--- src/rtl/mem_responder.sv ---
// Memory-side responder for the MAR/MDR handshake: captures a request one cycle
// after mem_EN rises, waits LATENCY cycles, performs the access and holds MFC until mem_EN drops.
module mem_responder #(
    parameter int ADDR_W  = 8,
    parameter int DATA_W  = 16,
    parameter int LATENCY = 3
) (
    input  logic              clk,
    input  logic              rst,
    input  logic              mem_EN,
    input  logic              mem_RW,
    input  logic [ADDR_W-1:0] addr,
    input  logic [DATA_W-1:0] wdata,
    output logic [DATA_W-1:0] rdata,
    output logic              MFC,
    output logic              busy,
    output logic [1:0]        o_dbg_state
);

    typedef enum logic [1:0] {
        ST_IDLE  = 2'd0,
        ST_SETUP = 2'd1,
        ST_WAIT  = 2'd2,
        ST_ACK   = 2'd3
    } state_t;

    localparam logic [3:0] LAT_CNT  = 4'(LATENCY);
    localparam bit         ZERO_LAT = (LATENCY == 0);

    state_t            r_state;
    logic [3:0]        r_cnt;
    logic              r_rw;
    logic [ADDR_W-1:0] r_addr;
    logic [DATA_W-1:0] r_wdata;
    logic [DATA_W-1:0] r_mem [0:(1<<ADDR_W)-1];

    logic              w_access;
    logic              w_acc_rw;
    logic [ADDR_W-1:0] w_acc_addr;
    logic [DATA_W-1:0] w_acc_wdata;

    // With zero latency the access happens at the capture edge, so it uses the live inputs.
    assign w_access    = mem_EN && ((r_state == ST_SETUP && ZERO_LAT) ||
                                    (r_state == ST_WAIT  && r_cnt == 4'd1));
    assign w_acc_rw    = (r_state == ST_SETUP) ? mem_RW : r_rw;
    assign w_acc_addr  = (r_state == ST_SETUP) ? addr   : r_addr;
    assign w_acc_wdata = (r_state == ST_SETUP) ? wdata  : r_wdata;

    assign busy        = (r_state != ST_IDLE);
    assign o_dbg_state = r_state;

    always_ff @(posedge clk) begin
        if (w_access && !w_acc_rw) begin
            r_mem[w_acc_addr] <= w_acc_wdata;
        end
    end

    always_ff @(posedge clk or posedge rst) begin
        if (rst) begin
            r_state <= ST_IDLE;
            r_cnt   <= 4'd0;
            r_rw    <= 1'b0;
            r_addr  <= '0;
            r_wdata <= '0;
            MFC     <= 1'b0;
            rdata   <= '0;
        end else begin
            case (r_state)
                ST_IDLE: begin
                    if (mem_EN) r_state <= ST_SETUP;
                end
                ST_SETUP: begin
                    if (!mem_EN) begin
                        r_state <= ST_IDLE;
                    end else begin
                        r_rw    <= mem_RW;
                        r_addr  <= addr;
                        r_wdata <= wdata;
                        if (ZERO_LAT) begin
                            r_state <= ST_ACK;
                        end else begin
                            r_state <= ST_WAIT;
                            r_cnt   <= LAT_CNT;
                        end
                    end
                end
                ST_WAIT: begin
                    if (!mem_EN) begin
                        r_state <= ST_IDLE;
                        r_cnt   <= 4'd0;
                    end else if (r_cnt == 4'd1) begin
                        r_state <= ST_ACK;
                        r_cnt   <= 4'd0;
                    end else begin
                        r_cnt <= r_cnt - 4'd1;
                    end
                end
                ST_ACK: begin
                    if (!mem_EN) begin
                        r_state <= ST_IDLE;
                        MFC     <= 1'b0;
                    end
                end
                default: r_state <= ST_IDLE;
            endcase

            if (w_access) begin
                MFC <= 1'b1;
                if (w_acc_rw) rdata <= r_mem[w_acc_addr];
            end
        end
    end

endmodule

--- config.mk ---
export PLATFORM = sky130hd
export DESIGN_NAME = mem_responder
export DESIGN_NICKNAME = d
export VERILOG_FILES = /design/src/rtl/mem_responder.sv
export SDC_FILE = /design/constraint.sdc
export NUM_CORES = 2
export LEC_CHECK = 0
export BUFFER_PORTS_ARGS = -buffer_cell sky130_fd_sc_hd__buf_2
export CAP_MARGIN = 20
export CORE_ASPECT_RATIO = 1.1
export CORE_UTILIZATION = 40
export DETAILED_ROUTE_END_ITERATION = 7
export GPL_TIMING_DRIVEN = 1
export PLACE_DENSITY_LB_ADDON = 0.05
export SYNTH_ARGS = -nofsm -noshare
export SYNTH_HDL_FRONTEND = slang
export SYNTH_SLANG_ARGS = --single-unit
--- constraint.sdc ---
create_clock -name clk -period 7 [get_ports clk]
set_input_delay 1.05 -clock clk [delete_from_list [all_inputs] [get_ports clk]]
set_output_delay 1.05 -clock clk [all_outputs]
set_load 0.05 [all_outputs]
==> flow_metrics.tcl <==
set metrics [dict create \
    finalHoldViolCount 0 \
    drv_cap 0 \
    fin_crit_sh_pct 79.3 \
    yosysTopAreaCell "edfxtp_1" \
    core_area_sq_mm 0.380 \
    drt_wl_total_um 509000 \
    via_per_inst 6.05 \
    pwr_density_cell_mw_per_mm2 413 \
    clock-sinks 4144 \
    drt-initial-drc-count 9495 \
    firstDrtPassIters 6 \
    cts_buffers 438 \
    die_w_um 591 \
    grt.total_usage_pct 25.9 \
    tightest_slew_ns 1.23 \
    post_cts_buffers 0 \
    cts.clk_slew.worst_paths_ns 0.06 \
    layout-drive-gt1-share_pct 15.6 \
    yosysWarnings 0 \
    clockRootBuffer "clkbuf_16" \
    cts_resized 0 \
    grt_pass1_vias 86350 \
    final_util_pct 46.7 \
    syn_nets 8701 \
    io_buffers 47 \
    status "complete, no violations" \
    syn_area_sq_mm 0.153 \
    period_needed_ns 5.55 \
    min_path_type "in2async" \
    wl_per_cell_um 35.0 \
    rsz0062_at_grt "no" \
    fin_worst_skew_ns 0.0415 \
    crit_required_ns 7.83 \
    rr_endpoint "rdata[2]$_DFFE_PP0P_" \
    dp_hpwl_um 298000 \
    drc_errors 0 \
    r2r_cells 10 \
    cp_max_fo 50 \
    critPathKind "reg2reg" \
    crit_path_end_kind "flop" \
    fillerInstances 32338 \
    dieHeight_um 650 \
    setup.worst_path.start_class "flop" \
    htree_num_levels 5 \
    cts_tree "done" \
    rows 237 \
    cp-startpoint "o_dbg_state[1]$_DFFE_PP0P_" \
    overflow 0 \
    finalSetupTns_ns 0 \
    syn_inst 8671 \
    nNetsFinal 9147 \
    grt_max_degree 159 \
    ir_drop_v 0.000357 \
    area_growth_pct 15.9 \
    final_antenna_net_count 0 \
    rrSetupSlack_ns 1.45 \
    vias 87806 \
    avgSynthCellArea_sq_um 17.6 \
    synth-async-reset-ratio_pct 1.16 \
    fmax_mhz 180 \
    leakagePower_nw 54.1 \
    maxSlewViolCount 0 \
    clock_latency_ns 0.99 \
    dieArea_sq_mm 0.385 \
    setup_viol 0 \
    io-pin-count 48 \
    place_congestion 0.813 \
    antenna_found_initial 26 \
    synth-main-ff-cell "edfxtp_1" \
    grt_pass1_wl_um 704000 \
    r2r_start "o_dbg_state[1]$_DFFE_PP0P_" \
    synth_seq_area_share_pct 81.3 \
    start_util_pct 40.3 \
    clockBufferDepth 4 \
    synth_cell_types 45 \
    synth_edf_count 4096 \
    synth.top_cell.area_share_pct 80.5 \
    worstPathArrival_ns 6.38 \
    synth.area.top_cells "edfxtp_1 80%, a22oi_1 9.6%, a21oi_1 3.2%" \
    synth-seq-cells 4144 \
    cts_hold_repair.buffers 0 \
    maxSlewHeadroom_pct 17.8 \
]
==> critical path: stages (launching register included) <==
cell and delay (ns):
dfrtp_1 0.50, nand2b_2 0.62, nor3_1 0.16, a31oi_4 0.84, buf_12 0.35, buf_4 0.35, a21oi_1 0.09, o41ai_1 0.97
a41oi_1 0.75, nor4_1 0.48, o21ai_1 0.12
==> metal layers <==
| metal | up-vias | routed length [um] | global-route usage (%) |
|---|---|---|---|
| met4 | 4 | 14400 | 6.84 |
| met1 | 46776 | 218000 | 36.6 |
| met2 | 3230 | 246000 | 42.4 |
| met3 | 530 | 30300 | 3.23 |
| li1 | 37266 | - | - |
| met5 | - | 25 | 0 |
==> kinds of logic after synthesis <==
logic type	synth area share (%)
buffers and inverters	1.97
multiplexers	0.184
adder cells (fa/ha/maj)	0.0164
AO/OA/AOI/OAI	15.4
AND/OR/NAND/NOR	1.15
flip-flops	81.3
==> worst max path at each step <==
stage | cells past startpoint | slack [ns] | end
CTS | 10 | 1.38 | rdata[2]$_DFFE_PP0P_
detailed placement | 10 | 1.38 | rdata[2]$_DFFE_PP0P_
finish | 10 | 1.45 | rdata[2]$_DFFE_PP0P_
global route | 10 | 1.40 | rdata[2]$_DFFE_PP0P_
floorplan | 8 | 1.25 | r_mem[0][10]$_DFFE_PP_
global placement | 11 | 0.52 | rdata[4]$_DFFE_PP0P_
==> cells in the mapped netlist (all sizes together), types with 25 or more instances <==
library cell / number
edfxtp: 4096
a22oi: 1952
a21oi: 983
clkbuf: 329
buf: 324
nor2: 267
o41ai: 239
nand2: 97
a41oi: 55
a22o: 50
a221oi: 48
dfrtp: 48
o21ai: 33
o22ai: 27
mux2: 25
==> report_power, final <==
| part | internal, W | switching (W) | total, W |
|---|---|---|---|
| logic | 0.00448 | 0.0147 | 0.0191 |
| clock network | 0.0135 | 0.00974 | 0.0233 |
| registers | 0.0306 | 0.000207 | 0.0308 |
==> cell type report <==
type / count / area (sq um) / area share [%]
multi-input combinational: 3862 / 26500 / 15.0
timing repair buffer: 659 / 5780 / 3.26
clock buffer: 547 / 11700 / 6.60
sequential: 4144 / 124000 / 70.1
tap: 5019 / 6280 / 3.55
clock inverter: 268 / 2600 / 1.47
inverter: 12 / 46.3 / 0.0261
antenna: 9 / 22.5 / 0.0127
==> cell usage in the layout (no fill, tap or decap), types with 48 or more instances in the layout <==
cell type and instances:
o41ai_1 195, buf_2 59, clkbuf_1 91, nand2_1 60
buf_12 55, clkinv_1 96, a22oi_1 1952, a21oi_1 983
nor2_1 200, a221oi_1 48, buf_4 514, edfxtp_1 4096
a22o_1 50, dfrtp_1 48, clkbuf_16 450, nor2_2 67
clkinv_2 90
==> flip-flops by register name, summed over array words and instances (netlist names) <==
signal	flops
r_rw	1
r_cnt	4
rdata	16
r_mem	4096
r_wdata	16
MFC	1
r_addr	8
o_dbg_state	2
==> through the flow <==
| step | power (W) | cells | setup slack (ns) | instance area [sq um] | hold slack, ns |
|---|---|---|---|---|---|
| 2_1_floorplan | 0.0419 | 8671 | 1.25 | 153000 | 0.452 |
| 3_3_place_gp | 0.0503 | 13645 | 0.523 | 162000 | 0.470 |
| 3_5_place_dp | 0.0506 | 13692 | 1.38 | 163000 | 0.482 |
| 4_1_cts | 0.0738 | 14507 | 1.38 | 177000 | 0.172 |
| 5_1_grt | 0.0756 | 14512 | 1.40 | 177000 | 0.233 |
| 6_report | 0.0732 | 14520 | 1.45 | 177000 | 0.223 |
No activity file was read; power rests on OpenSTA's default activity.
